**config.mk**
```make
export PLATFORM = sky130hd
export DESIGN_NAME = traffic_sensor_frontend_flat
export DESIGN_NICKNAME = d
export VERILOG_FILES = /design/src/rtl/traffic_sensor_frontend_if.sv /design/src/rtl/traffic_sensor_frontend.sv /design/src/flat_wrapper.sv
export SDC_FILE = /design/constraint.sdc
export NUM_CORES = 1
export LEC_CHECK = 0
export BUFFER_PORTS_ARGS = -buffer_cell sky130_fd_sc_hd__buf_2
export CORE_ASPECT_RATIO = 1.2
export CORE_MARGIN = 3
export CORE_UTILIZATION = 35
export DETAILED_ROUTE_END_ITERATION = 10
export GPL_ROUTABILITY_DRIVEN = 0
export GPL_TIMING_DRIVEN = 0
export PLACE_DENSITY = 0.52
export SETUP_SLACK_MARGIN = 0.05
export SLEW_MARGIN = 20
export SYNTH_ARGS = -nofsm -noshare
export SYNTH_HDL_FRONTEND = slang
export SYNTH_SLANG_ARGS = --single-unit
```
**constraint.sdc**
```tcl
create_clock -name clk -period 3.2 [get_ports clk]
set_clock_uncertainty 0.05 [all_clocks]
set_input_delay 0.96 -clock clk [delete_from_list [all_inputs] [get_ports clk]]
set_output_delay 0.96 -clock clk [all_outputs]
set_load 0.02 [all_outputs]
```
**src/rtl/traffic_sensor_frontend_if.sv**
```systemverilog
// Sensor/lamp interface between the loop-detector front end and its environment.
// The frontend takes the slave side; the driving environment takes the master side.
interface traffic_sensor_frontend_if #(
  parameter int QW = 4
);
  logic          loop_ns;
  logic          loop_ew;
  logic          Gns;
  logic          Yns;
  logic          Rns;
  logic          Gew;
  logic          Yew;
  logic          Rew;
  logic          fault_clr;
  logic          ns_sensor;
  logic          ew_sensor;
  logic [QW-1:0] ns_queue;
  logic [QW-1:0] ew_queue;
  logic          fault;

  modport master (
    output loop_ns, loop_ew, Gns, Yns, Rns, Gew, Yew, Rew, fault_clr,
    input  ns_sensor, ew_sensor, ns_queue, ew_queue, fault
  );

  modport slave (
    input  loop_ns, loop_ew, Gns, Yns, Rns, Gew, Yew, Rew, fault_clr,
    output ns_sensor, ew_sensor, ns_queue, ew_queue, fault
  );
endinterface

```
**src/rtl/traffic_sensor_frontend.sv**
```systemverilog
// Loop-detector conditioning (sync, debounce, request latch, queue count) for
// both approaches, plus a sticky lamp-conflict monitor with post-reset holdoff.
module traffic_sensor_frontend #(
  parameter int DEBOUNCE = 4,
  parameter int QW       = 4,
  parameter int HOLDOFF  = 8
) (
  input logic                      clk,
  input logic                      rst_n,
  traffic_sensor_frontend_if.slave bus
);

  localparam logic [7:0]    DB_LIM = 8'(DEBOUNCE);
  localparam logic [7:0]    HO_LIM = 8'(HOLDOFF);
  localparam logic [QW-1:0] Q_MAX  = {QW{1'b1}};
  localparam logic [QW-1:0] Q_ONE  = QW'(1);

  // Index 0 is NS, index 1 is EW.
  logic [1:0]    loop_s;
  logic [1:0]    green_s;
  logic [1:0]    s1_r;
  logic [1:0]    s2_r;
  logic [1:0]    filt_r;
  logic [1:0]    filt_d_r;
  logic [1:0]    arrival_s;
  logic [1:0]    sensor_r;
  logic [7:0]    cnt_r   [2];
  logic [QW-1:0] queue_r [2];
  logic [7:0]    hold_r;
  logic          check_en_s;
  logic          violation_s;
  logic          fault_r;

  function automatic logic onehot3(input logic [2:0] v);
    return (v == 3'b001) || (v == 3'b010) || (v == 3'b100);
  endfunction

  assign loop_s  = {bus.loop_ew, bus.loop_ns};
  assign green_s = {bus.Gew, bus.Gns};

  // Two-flop synchroniser and debounce filter per approach
  always_ff @(posedge clk or negedge rst_n) begin
    if (!rst_n) begin
      s1_r     <= 2'b00;
      s2_r     <= 2'b00;
      filt_r   <= 2'b00;
      filt_d_r <= 2'b00;
      for (int i = 0; i < 2; i++) begin
        cnt_r[i] <= 8'd0;
      end
    end else begin
      s1_r     <= loop_s;
      s2_r     <= s1_r;
      filt_d_r <= filt_r;
      for (int i = 0; i < 2; i++) begin
        if (s2_r[i] != filt_r[i]) begin
          if ((cnt_r[i] + 8'd1) == DB_LIM) begin
            filt_r[i] <= s2_r[i];
            cnt_r[i]  <= 8'd0;
          end else begin
            cnt_r[i]  <= cnt_r[i] + 8'd1;
          end
        end else begin
          cnt_r[i] <= 8'd0;
        end
      end
    end
  end

  // Rising edge of the filtered level marks one vehicle arrival
  always_comb begin
    arrival_s = filt_r & ~filt_d_r;
  end

  // Request latch and saturating queue; green clears and wins over an arrival
  always_ff @(posedge clk or negedge rst_n) begin
    if (!rst_n) begin
      sensor_r <= 2'b00;
      for (int i = 0; i < 2; i++) begin
        queue_r[i] <= '0;
      end
    end else begin
      for (int i = 0; i < 2; i++) begin
        if (green_s[i]) begin
          sensor_r[i] <= 1'b0;
          queue_r[i]  <= '0;
        end else if (arrival_s[i]) begin
          sensor_r[i] <= 1'b1;
          queue_r[i]  <= (queue_r[i] == Q_MAX) ? queue_r[i] : queue_r[i] + Q_ONE;
        end else begin
          sensor_r[i] <= sensor_r[i];
          queue_r[i]  <= queue_r[i];
        end
      end
    end
  end

  // Holdoff counter: lamps are not trusted until the controller has settled
  always_ff @(posedge clk or negedge rst_n) begin
    if (!rst_n) begin
      hold_r <= 8'd0;
    end else if (hold_r != HO_LIM) begin
      hold_r <= hold_r + 8'd1;
    end else begin
      hold_r <= hold_r;
    end
  end

  // Lamp conflict: a non-one-hot head, or both approaches not red at once
  always_comb begin
    check_en_s  = (hold_r == HO_LIM);
    violation_s = check_en_s &&
                  (!onehot3({bus.Gns, bus.Yns, bus.Rns}) ||
                   !onehot3({bus.Gew, bus.Yew, bus.Rew}) ||
                   (!bus.Rns && !bus.Rew));
  end

  // Sticky fault flag; a new violation beats a simultaneous clear
  always_ff @(posedge clk or negedge rst_n) begin
    if (!rst_n) begin
      fault_r <= 1'b0;
    end else if (violation_s) begin
      fault_r <= 1'b1;
    end else if (bus.fault_clr) begin
      fault_r <= 1'b0;
    end else begin
      fault_r <= fault_r;
    end
  end

  assign bus.ns_sensor = sensor_r[0];
  assign bus.ew_sensor = sensor_r[1];
  assign bus.ns_queue  = queue_r[0];
  assign bus.ew_queue  = queue_r[1];
  assign bus.fault     = fault_r;

endmodule

```
**src/flat_wrapper.sv**
```systemverilog
// flat-port wrapper written by rule: the top's interface ports become plain ports
module traffic_sensor_frontend_flat 
#(
  parameter int DEBOUNCE = 4,
  parameter int QW       = 4,
  parameter int HOLDOFF  = 8
)
  (clk, rst_n, bus_loop_ns, bus_loop_ew, bus_Gns, bus_Yns, bus_Rns, bus_Gew, bus_Yew, bus_Rew, bus_fault_clr, bus_ns_sensor, bus_ew_sensor, bus_ns_queue, bus_ew_queue, bus_fault);
  traffic_sensor_frontend_if #(.QW(QW)) bus_i ();
  input logic clk;
  input logic rst_n;
  input wire logic [$bits(bus_i.loop_ns)-1:0] bus_loop_ns;
  input wire logic [$bits(bus_i.loop_ew)-1:0] bus_loop_ew;
  input wire logic [$bits(bus_i.Gns)-1:0] bus_Gns;
  input wire logic [$bits(bus_i.Yns)-1:0] bus_Yns;
  input wire logic [$bits(bus_i.Rns)-1:0] bus_Rns;
  input wire logic [$bits(bus_i.Gew)-1:0] bus_Gew;
  input wire logic [$bits(bus_i.Yew)-1:0] bus_Yew;
  input wire logic [$bits(bus_i.Rew)-1:0] bus_Rew;
  input wire logic [$bits(bus_i.fault_clr)-1:0] bus_fault_clr;
  output wire logic [$bits(bus_i.ns_sensor)-1:0] bus_ns_sensor;
  output wire logic [$bits(bus_i.ew_sensor)-1:0] bus_ew_sensor;
  output wire logic [$bits(bus_i.ns_queue)-1:0] bus_ns_queue;
  output wire logic [$bits(bus_i.ew_queue)-1:0] bus_ew_queue;
  output wire logic [$bits(bus_i.fault)-1:0] bus_fault;
  assign bus_i.loop_ns = bus_loop_ns;
  assign bus_i.loop_ew = bus_loop_ew;
  assign bus_i.Gns = bus_Gns;
  assign bus_i.Yns = bus_Yns;
  assign bus_i.Rns = bus_Rns;
  assign bus_i.Gew = bus_Gew;
  assign bus_i.Yew = bus_Yew;
  assign bus_i.Rew = bus_Rew;
  assign bus_i.fault_clr = bus_fault_clr;
  assign bus_ns_sensor = bus_i.ns_sensor;
  assign bus_ew_sensor = bus_i.ew_sensor;
  assign bus_ns_queue = bus_i.ns_queue;
  assign bus_ew_queue = bus_i.ew_queue;
  assign bus_fault = bus_i.fault;
  traffic_sensor_frontend #(.DEBOUNCE(DEBOUNCE), .QW(QW), .HOLDOFF(HOLDOFF)) u_core (.clk(clk), .rst_n(rst_n), .bus(bus_i));
endmodule
```
# [Yosys cells after proc, flatten, opt, wreduce, memory -nomap -nowiden]
# Index checks and enable logic that the tools add are counted.
[totals] register_bits=43
[op_classes] add_sub_neg=5 eq_ne=16 muxes=16 bitwise=2 reduce_logical=19
[ops] operator="8-bit two-way mux" n=4
[ops] operator="8-bit by 1-bit adder with 8-bit output, second input constant" n=3
[ops] operator="4-bit two-way mux" n=6
[ops] operator="8-bit by 3-bit == test with 1-bit output, second input constant" n=2
[ops] operator="4-bit by 1-bit adder with 4-bit output, second input constant" n=2
[ops] operator="4-bit == test, second input constant" n=2
[ops] operator="8-bit by 4-bit == test with 1-bit output, second input constant" n=1
[ops] operator="8-bit by 4-bit inequality test with 1-bit output, second input constant" n=1
[ops] operator="2-bit AND reduction" n=4
[ops] operator="3-bit by 1-bit == test with 1-bit output, second input constant" n=2
[ops] operator="3-bit by 2-bit == test with 1-bit output, second input constant" n=2
[ops] operator="3-bit == test, second input constant" n=2
[ops] operator="1-bit logical OR" n=6
[ops] operator="1-bit two-way mux" n=6
[ops] operator="2-bit nonzero test" n=3
[ops] operator="1-bit logical NOT" n=4
[ops] operator="2-bit inequality test, second input constant" n=2
[ops] operator="2-bit bitwise AND" n=1
[ops] operator="1-bit logical AND" n=2
[ops] operator="1-bit inequality test" n=2
[ops] operator="2-bit inverter" n=1

# [Longest topological paths before layout]
# Gate-level depths: netlist of run 1.
[logic_depth] word_depth=8 mapped_depth=7 mapped_depth_nobuf=6

# [Worst setup path after synthesis of run 1]
# OpenSTA, ideal clock, no wires.
[synth_path] path_type="input-to-reg" start="input bus_Yns" end="register u_core.fault_r (netlist: u_core.bus.fault)" setup_time_ps=131 arrival_time_ps=1691 t_required_ps=3019 setup_slack_ps=1328 cell_stages=3 path_buffers=0 path_cell_list="or4_1 a21oi_1 o32ai_1"
[synth_via] elab_chain_len=8 elab_cells_between_ends=11 classes_between="eq/ne (3); mux (1); reduce/logical (7)"
[synth_lines] item="from (decl)" line_no="flat_wrapper.sv:15" source="input wire logic [$bits(bus_i.Yns)-1:0] bus_Yns;"
[synth_lines] item="3-bit by 1-bit == test with 1-bit output or 3-bit by 2-bit == test with 1-bit output (tied branches)" line_no="traffic_sensor_frontend.sv:35" source="return (v == 3'b001) || (v == 3'b010) || (v == 3'b100);"
[synth_lines] item="1-bit logical OR" line_no="traffic_sensor_frontend.sv:35"
[synth_lines] item="1-bit logical OR *" line_no="traffic_sensor_frontend.sv:35"
[synth_lines] item="1-bit logical NOT *" line_no="traffic_sensor_frontend.sv:113" source="(!onehot3({bus.Gns, bus.Yns, bus.Rns}) ||"
[synth_lines] item="1-bit logical OR *" line_no="traffic_sensor_frontend.sv:113"
[synth_lines] item="1-bit logical OR *" line_no="traffic_sensor_frontend.sv:114" source="!onehot3({bus.Gew, bus.Yew, bus.Rew}) ||"
[synth_lines] item="1-bit logical AND *" line_no="traffic_sensor_frontend.sv:112" source="violation_s = check_en_s &&"
[synth_lines] item="1-bit two-way mux or 2-bit nonzero test (tied branches)"
[synth_lines] item="to (signal assigned)" line_no="traffic_sensor_frontend.sv:127" source="fault_r <= fault_r;"
[synth_lines] item="to (decl)" line_no="traffic_sensor_frontend.sv:32" source="logic fault_r;"
# Mark *: on every way between the ends. The rest lies on a longest branch, timed or not.
# A chain may end at the register's enable or synchronous reset.

# [Worst setup path in the final report of run 1]
[layout_path] start="register u_core.queue_r, in the netlist u_core.bus.ns_queue[0]" end="output bus_ns_queue[0]"
[layout_rtl] item="from (decl)" line_no="traffic_sensor_frontend.sv:28" source="logic [QW-1:0] queue_r [2];"
[layout_rtl] item="from (signal, indexed assignment)" line_no="traffic_sensor_frontend.sv:89" source="queue_r[i] <= (queue_r[i] == Q_MAX) ? queue_r[i] : queue_r[i] + Q_ONE;"
[layout_rtl] item="from (signal, indexed assignment)" line_no="traffic_sensor_frontend.sv:92" source="queue_r[i] <= queue_r[i];"
[layout_rtl] item="to (decl)" line_no="flat_wrapper.sv:23" source="output wire logic [$bits(bus_i.ns_queue)-1:0] bus_ns_queue;"
# No word-level cell between the ends.

==> impl_metrics.csv, run 1 <==
group,metric,value,unit
run_status,status,"complete, no violations",
yosys,yosys.area.top_type,"dfrtp_1",
min_path,whs_path_depth,0,
floorplan,dieArea,6730,um2
sta,fmax,525,MHz
drt,post_drt_wl_per_cell,12.2,um
drt,vias,1339,
yosys,yosys-top-cells-area,"dfrtp_1 (53%), xnor2_1 (7.4%), nor2_1 (5.4%)",
global_routing,grt_antenna_before_repair,0,
sta,maxSlewHeadroom,36.6,%
cts,cts.root.buffer_cell,"clkbuf_8",
layout,multi_input_area,925,um2
drt,drt-initial-drc-count,57,
worst_setup_path,path_max_fanout,4,
sta,hold_violations,0,
worst_setup_path,cp-start-kind,"flop",
place,numPortBuffers,21,
yosys,synth_area,2020,um2
worst_setup_path,r2r_slack,1.51,ns
yosys,ys_ff_latch,43,
worst_setup_path,end_kind,"primary output",
floorplan,num_rows,29,
worst_setup_path,path_delay_family,"flip-flops",
yosys,syn_nets,204,
layout,nNetsFinal,232,
place,place_hpwl,2400,um
sta,slew_violations,0,
worst_setup_path,reg2reg_depth,5,
cts,clock_path_buffers,2,
cts,cts_tree,"done",
floorplan,start_util,37.2,%
floorplan,ioPinCount,22,
global_routing,grt_overflow,0,
layout,layout-drive-gt1-share,16.8,%
yosys,yosysUniqueCellTypes,36,
layout,final_area,2320,um2
layout,n_antenna_cell,0,
floorplan,core,5440,um2
floorplan,die-width,75.4,um
drt,routed_via_density,4.85,
worst_setup_path,critPathBufInv,1,
min_path,hold_path_class,"reg2reg",
sta,hold_ws,0.306,ns
layout,fillCellCount,534,
worst_setup_path,critPathArrivalTime,0.89,ns
cts,post_cts_buffers,0,
yosys,synth_ff_type,"dfrtp_1",
drt,drc,0,
layout,areaGrowthSynthToFinish,14.8,%
sta,tns,0,ns
worst_setup_path,crit_required,2.19,ns
layout,seqCellArea,1080,um2
place,dp_cells,268,
min_path,min-delay-start,"u_core.s1_r[0]",
worst_setup_path,regToRegStartpoint,"u_core.cnt_r[8]",
layout,stdcell_count,276,
worst_setup_path,path_cells,"buf_2",
worst_setup_path,path_class,"reg2out",
yosys,synth_seq_area_share,53.2,%
worst_setup_path,critPathMaxStageDelay,0.41,ns
yosys,synthCells,185,
global_routing,grt_usage,11.1,%
drt,drt-pass1-iter-count,4,
job,max_cap_viol_count,0,
yosys,netlist.area_leader.share,53.2,%
cts,cts_resized,0,
global_routing,grt_pass1_vias,1297,
yosys,synth_edf_count,0,
cts,clk_latency,0.29,ns
yosys,syn-mean-instance-area,10.9,um2
yosys,yosysWarnings,0,
global_routing,grt_pass1_wl,5750,um
power_and_ir_drop,power.leakage,0.00107,uW
floorplan,die_h,89.3,um
power_and_ir_drop,power,1470,uW
sta,layout_min_cycle_time,1.90,ns
cts,cts_max_level,2,
drt,wirelength,3370,um
sta,tightest_slew,0.952,ns
worst_setup_path,reg2reg_to,"u_core.filt_r[0]",
cts,clkSinkCount,43,
sta,period_share,59.5,%
sta,setup_viol,0,
global_routing,grt_max_degree,44,
cts,clk_pin_slew_worst_paths,0.08,ns
cts,cts_buffers,5,
cts,cts_hold_buf,0,
worst_setup_path,cp_slowest_cell,"dfrtp_1",
drt,ant_nets,0,
min_path,min_to,"u_core.s2_r[0]",
place,postPlaceCellArea,2210,um2
sta,rsz0062_at_grt,"no",
power_and_ir_drop,peakVddDrop,0.000329,V
yosys,async_flop_share,100,%
power_and_ir_drop,power_density,632,nW/um2
-- report_power, final --
part	total, uW	switching (uW)	leakage, uW	internal, uW
Sequential	697	74.2	0.000572	622
Combinational	340	195	0.000436	145
Clock	432	179	0.0000612	253
Total	1470	448	0.00107	1020
-- layout make-up --
cell class	count	share of cell area, %
Inverter	4	0.646
Clock inverter	2	1.51
Buffer	2	0.323
Timing Repair Buffer	21	4.52
Multi-Input combinational cell	136	39.8
Clock buffer	6	3.55
Sequential cell	43	46.3
Tap cell	62	3.34
-- cell usage in the layout, fill, tap and decap left out --
master	count
inv_1	4
a21oi_1	1
nor3b_1	2
nor4_1	1
ha_1	8
a32o_1	1
xnor2_1	17
o21ai_0	2
or4bb_1	1
nor2b_1	4
clkbuf_8	6
clkbuf_1	2
nor2_1	29
a41o_1	2
nand2_1	12
clkinv_2	1
xor2_1	12
nand4_1	5
and3_4	1
buf_2	21
nor4bb_1	1
mux2_1	1
bufinv_16	1
or4_1	1
nand4b_1	1
nor3_1	2
mux2_2	1
nand2b_1	3
and2_1	3
o32ai_1	1
and3_1	2
nor3_2	1
xnor2_2	1
mux2i_1	2
a21oi_2	2
nand3_1	12
o21bai_1	1
dfrtp_1	43
nand3_2	1
o22ai_1	2
-- cell families after synthesis --
logic type / count (synthesis) / synth area share, %
and+or+nand+nor: 82 / 20.8
DFF: 43 / 53.2
xor gates and xnor gates: 30 / 13.4
AOI/OAI and AO/OA: 12 / 4.51
adders and majority gates: 8 / 4.95
buffers and inverters: 6 / 1.11
muxes: 4 / 2.10
-- synth_stat cells (all sizes together), types with 4 or more instances --
cell type and instances:
dfrtp 43, nor2 29, xnor2 18, nand3 13
nand2 12, xor2 12, ha 8, nand4 5
inv 4, nor2b 4
-- sequential cells by signal (all words and copies together), names as in the netlist --
| register | flops |
|---|---|
| u_core.s2_r | 2 |
| u_core.bus.fault | 1 |
| u_core.s1_r | 2 |
| u_core.cnt_r | 16 |
| u_core.bus.ns_queue | 4 |
| u_core.filt_d_r | 2 |
| u_core.filt_r | 2 |
| u_core.hold_r | 8 |
| u_core.sensor_r | 2 |
| u_core.bus.ew_queue | 4 |
-- worst max-delay path by stage --
stage | from | to | slack (ns) | cells past startpoint
global route | u_core.bus.ns_queue[0] | bus_ns_queue[0] | 1.24 | 1
detailed placement | bus_Gns | u_core.bus.fault | 1.14 | 4
global placement | bus_Gns | u_core.bus.fault | 1.15 | 4
finish | u_core.bus.ns_queue[0] | bus_ns_queue[0] | 1.30 | 1
floorplan | bus_Yns | u_core.bus.fault | 1.33 | 3
CTS | u_core.bus.ns_queue[0] | bus_ns_queue[0] | 1.27 | 1
-- per-layer routing --
metal / vias to the layer above / routed length, um / track usage (%)
met2: 30 / 1470 / 16.9
li1: 683 / - / -
met4: 0 / 27 / 3.82
met5: - / 0 / 0
met1: 622 / 1730 / 14.9
met3: 4 / 143 / 3.37
-- per-stage QoR --
step / utilization (%) / setup WS (ns)
floorplan: - / 1.33
global placement: 40.5 / 1.15
finish: 42.7 / 1.30
CTS: 42.7 / 1.27
detailed placement: 40.5 / 1.14
global route: 42.7 / 1.24
(Power assumes the default switching activity.)
==> run 2: changes to the inputs <==
==> constraint.sdc (replaced) <==
create_clock -name clk -period 1.8 [get_ports clk]
set_clock_uncertainty 0.05 [all_clocks]
set_input_delay 0.54 -clock clk [delete_from_list [all_inputs] [get_ports clk]]
set_output_delay 0.54 -clock clk [all_outputs]
set_load 0.02 [all_outputs]
==> impl_metrics.csv, run 2 (same netlist as run 1, synthesis figures left out) <==
group,metric,value,unit
worst_setup_path,critPathArrivalTime,1.76,ns
worst_setup_path,critPathMaxStageDelay,0.43,ns
sta,hold_violations,0,
sta,period_share,90.7,%
power_and_ir_drop,power.leakage,0.00107,uW
min_path,whs_path_depth,1,
power_and_ir_drop,power_density,1120,nW/um2
place,numPortBuffers,21,
layout,largest_register_ffs,16,
worst_setup_path,path_cells,"ha_2 > inv_1 > nor2_1 > a32o_1 > nand4_1 > mux2_2",
drt,routed_via_density,4.86,
sta,fmax,613,MHz
sta,setup_viol,0,
worst_setup_path,cp-start-kind,"flop",
cts,clk_latency,0.29,ns
power_and_ir_drop,switchingPower,804,uW
drt,wirelength,3390,um
power_and_ir_drop,p_sw_share,30.6,%
sta,tns,0,ns
drt,ant_nets,0,
power_and_ir_drop,p_int,1820,uW
cts,clock_path_buffers,2,
global_routing,grt_max_degree,44,
place,preCtsSetupSlack,0.110,ns
sta,setup_ws,0.168,ns
global_routing,grt_overflow,0,
power_and_ir_drop,power,2630,uW
worst_setup_path,r2r_slack,0.17,ns
floorplan,dieArea,6730,um2
power_and_ir_drop,peakVddDrop,0.000585,V
floorplan,die-width,75.4,um
worst_setup_path,cp.depth,6,
layout,areaGrowthSynthToFinish,15.6,%
layout,final_area,2340,um2
drt,vias,1342,
floorplan,core,5440,um2
cts,cts.root.buffer_cell,"clkbuf_8",
place,place_hpwl,2400,um
global_routing,grt_pass1_vias,1297,
sta,rsz0062_at_grt,"no",
global_routing,grt_pass1_wl,5750,um
worst_setup_path,critPathBufInv,1,
worst_setup_path,end_kind,"flop",
layout,n_antenna_cell,0,
cts,clk_pin_slew_worst_paths,0.08,ns
sta,maxSlewHeadroom,36.2,%
layout,nNetsFinal,232,
cts,clkSinkCount,43,
place,postPlaceCellArea,2210,um2
layout,final_cell_mix,"dfrtp_1 (42), nor2_1 (29), buf_2 (21)",
layout,final_common_cell,"dfrtp_1",
worst_setup_path,path_max_fanout,5,
power_and_ir_drop,clkPwrFrac,29.2,%
job,max_cap_viol_count,0,
worst_setup_path,path_delay_family,"flip-flops",
drt,drt-pass1-iter-count,4,
sta,layout_min_cycle_time,1.63,ns
worst_setup_path,cp_slowest_cell,"dfrtp_1",
power_and_ir_drop,seq_power_share,47.5,%
floorplan,die_h,89.3,um
drt,post_drt_wl_per_cell,12.3,um
floorplan,ioPinCount,22,
layout,reg.largest.list,"u_core.cnt_r: 16 flops, u_core.hold_r: 8 flops",
cts,cts_tree,"done",
worst_setup_path,path_class,"reg2reg",
run_status,status,"complete, no violations",
layout,layout-drive-gt1-share,18.2,%
layout,regMostFlops,"u_core.cnt_r",
global_routing,grt_antenna_before_repair,0,
drt,drt-initial-drc-count,62,
worst_setup_path,reg2reg_depth,6,
sta,hold_ws,0.300,ns
sta,tightest_slew,0.957,ns
cts,cts_buffers,5,
power_and_ir_drop,comb_power_share,23.3,%
drt,drc,0,
global_routing,grt_usage,11.1,%
sta,slew_violations,0,
min_path,hold_path_class,"in2reg",
floorplan,num_rows,29,
cts,cts_max_level,2,
worst_setup_path,crit_required,1.93,ns
floorplan,start_util,37.2,%
run 2: cell counts in the layout (fill, tap and decap cells not counted):
No cell type changed its count.
run 2: worst paths after layout:
path,from,to
worst max-delay path,u_core.cnt_r[0],u_core.filt_r[1]
max in group asynchronous,rst_n,u_core.cnt_r[8]
worst min-delay path,bus_loop_ew,u_core.s1_r[1]
worst min register to register,u_core.s1_r[0],u_core.s2_r[0]
worst max register to register,u_core.cnt_r[0],u_core.filt_r[1]
min in group asynchronous,rst_n,u_core.bus.ew_queue[1]
run 2: power groups by stage:
stage / registers (uW) / clock network [uW] / logic [uW]
2_1_floorplan: 1290 / 0 / 394
3_3_place_gp: 1260 / 0 / 610
3_5_place_dp: 1260 / 0 / 611
4_1_cts: 1240 / 804 / 617
5_1_grt: 1280 / 841 / 705
6_report: 1250 / 766 / 613
run 2: what timing repair did:
| item | CTS | global route |
|---|---|---|
| hold buffers | 0 | 0 |
| endpoints found under the setup margin | 0 | 3 |
| gates resized for setup | 0 | 4 |
| buffers inserted | 0 | 0 |
run 2: per-layer routing:
layer  GRT usage (%)  wire [um]
met1            14.9       1730
met3            3.37        140
met5               0          0
met2            16.9       1490
met4            3.82         27
run 2: cell type report:
class	count	area (um2)
plain buffers	2	7.51
clock buffers	6	82.6
clock inverters	2	35.0
fillers	532	3100
inverters	4	15.0
multi-input cells	136	940
flip-flops and latches	43	1080
well taps	62	77.6
repair buffers	21	105
run 2: through the flow:
step	util, %	std cells
floorplan	-	185
global placement	40.5	268
detailed placement	40.5	268
CTS	42.7	276
global route	43.0	276
finish	43.0	276
==> run 3: changes to the inputs <==
--- a/config.mk
+++ b/config.mk
@@ -13,6 +13,7 @@
 export GPL_ROUTABILITY_DRIVEN = 0
 export GPL_TIMING_DRIVEN = 0
 export PLACE_DENSITY = 0.52
+export RECOVER_POWER = 50
 export SETUP_SLACK_MARGIN = 0.05
 export SLEW_MARGIN = 20
 export SYNTH_ARGS = -nofsm -noshare
==> constraint.sdc (replaced) <==
create_clock -name clk -period 1.8 [get_ports clk]
set_clock_uncertainty 0.05 [all_clocks]
set_input_delay 0.27 -clock clk [delete_from_list [all_inputs] [get_ports clk]]
set_output_delay 0.27 -clock clk [all_outputs]
set_load 0.02 [all_outputs]
==> impl_metrics.csv, run 3 (same netlist as run 1, synthesis figures left out) <==
group,metric,value,unit
layout,finalCoreUtilization,43.0,%
layout,final_common_cell,"dfrtp_1",
cts,cts_buffers,5,
worst_setup_path,path_cells,"ha_2 > inv_1 > nor2_1 > a32o_1 > nand4_1 > mux2_2",
worst_setup_path,reg2reg_depth,6,
sta,layout_min_cycle_time,1.63,ns
floorplan,num_rows,29,
layout,layout-drive-gt1-share,18.2,%
drt,routed_via_density,4.86,
place,place_hpwl,2400,um
power_and_ir_drop,power_density,1120,nW/um2
cts,clk_pin_slew_worst_paths,0.08,ns
worst_setup_path,cp_slowest_cell,"dfrtp_1",
sta,maxSlewHeadroom,28.6,%
drt,drt-pass1-iter-count,4,
place,numPortBuffers,21,
place,postPlaceCellArea,2210,um2
worst_setup_path,critPathArrivalTime,1.76,ns
worst_setup_path,path_class,"reg2reg",
worst_setup_path,critPathBufInv,1,
layout,nNetsFinal,232,
drt,wirelength,3390,um
global_routing,grt_pass1_wl,5750,um
sta,period_share,90.7,%
power_and_ir_drop,power.leakage,0.00107,uW
sta,setup_viol,0,
floorplan,die_h,89.3,um
floorplan,die-width,75.4,um
worst_setup_path,path_max_fanout,5,
drt,post_drt_wl_per_cell,12.3,um
worst_setup_path,regToRegStartpoint,"u_core.cnt_r[0]",
layout,n_antenna_cell,0,
worst_setup_path,crit_required,1.93,ns
power_and_ir_drop,power,2630,uW
min_path,min_to,"u_core.s1_r[1]",
worst_setup_path,end_kind,"flop",
worst_setup_path,cp-start-kind,"flop",
sta,tns,0,ns
drt,drc,0,
cts,cts_tree,"done",
run_status,status,"complete, no violations",
cts,clkSinkCount,43,
drt,vias,1342,
worst_setup_path,path_delay_family,"flip-flops",
global_routing,grt_overflow,0,
floorplan,dieArea,6730,um2
global_routing,grt_max_degree,44,
cts,cts_hold_buf,0,
global_routing,grt_pass1_vias,1297,
sta,rsz0062_at_grt,"no",
worst_setup_path,r2r_slack,0.17,ns
layout,largest_register_ffs,16,
cts,clock_path_buffers,2,
sta,slew_violations,0,
layout,regMostFlops,"u_core.cnt_r",
drt,ant_nets,0,
job,max_cap_viol_count,0,
min_path,whs_path_depth,1,
floorplan,start_util,37.2,%
layout,areaGrowthSynthToFinish,15.6,%
place,dp_cells,268,
worst_setup_path,reg2reg_to,"u_core.filt_r[1]",
cts,cts.root.buffer_cell,"clkbuf_8",
global_routing,grt_antenna_before_repair,0,
sta,fmax,613,MHz
layout,final_area,2340,um2
min_path,min-delay-start,"bus_loop_ew",
floorplan,core,5440,um2
sta,tightest_slew,1.07,ns
cts,clk_latency,0.29,ns
floorplan,ioPinCount,22,
layout,reg.largest.list,"u_core.cnt_r: 16 flops, u_core.hold_r: 8 flops",
global_routing,grt_usage,11.1,%
cts,cts_max_level,2,
power_and_ir_drop,peakVddDrop,0.000585,V
drt,drt-initial-drc-count,62,
layout,final_cell_mix,"dfrtp_1 (42), nor2_1 (29), buf_2 (20)",
min_path,hold_path_class,"in2reg",
sta,hold_violations,0,
layout,stdcell_count,276,
worst_setup_path,critPathMaxStageDelay,0.43,ns
-- run 3: per-stage QoR --
| stage | setup slack [ns] | hold slack [ns] |
|---|---|---|
| after floorplan | 0.236 | -0.0756 |
| after global placement | 0.116 | 0.284 |
| after detailed placement | 0.110 | 0.298 |
| after CTS | 0.0994 | 0.0154 |
| after global routing | 0.0433 | 0.0169 |
| final | 0.168 | 0.0303 |
-- run 3: power by group --
part	switching (uW)	total, uW	internal, uW
clock	317	766	449
combinational	346	613	267
sequential	140	1250	1110
total	804	2630	1820
-- run 3: timing repair --
action	in CTS	in global routing
resized for setup	0	4
setup buffers	0	0
endpoints found under the setup margin	0	3
-- run 3: worst max-delay path by stage --
stage / from / end / slack (ns) / cells after the start
2_1_floorplan: u_core.cnt_r[8] / u_core.filt_r[0] / 0.24 / 5
3_3_place_gp: u_core.cnt_r[8] / u_core.filt_r[0] / 0.12 / 6
3_5_place_dp: u_core.cnt_r[8] / u_core.filt_r[0] / 0.11 / 5
4_1_cts: u_core.cnt_r[8] / u_core.filt_r[0] / 0.1 / 5
5_1_grt: u_core.cnt_r[0] / u_core.filt_r[1] / 0.04 / 6
6_report: u_core.cnt_r[0] / u_core.filt_r[1] / 0.17 / 6
-- run 3: cell type report --
class / instances / area (um2)
tap: 62 / 77.6
buffer: 2 / 7.51
multi-input combinational: 136 / 940
fill: 532 / 3100
timing repair buffer: 21 / 105
clock inverter: 2 / 35.0
clock buffer: 6 / 82.6
sequential: 43 / 1080
inverter: 4 / 15.0
-- run 3: routing by layer --
metal  track usage, %  up-vias  part of all wire [%]  wire length, um
met5                0        -                     0                0
met4             3.82        0                  0.80               27
met3             3.37        4                   4.1              140
met2             16.9       28                    44             1490
met1             14.9      627                    51             1730
li1                 -      683                     -                -
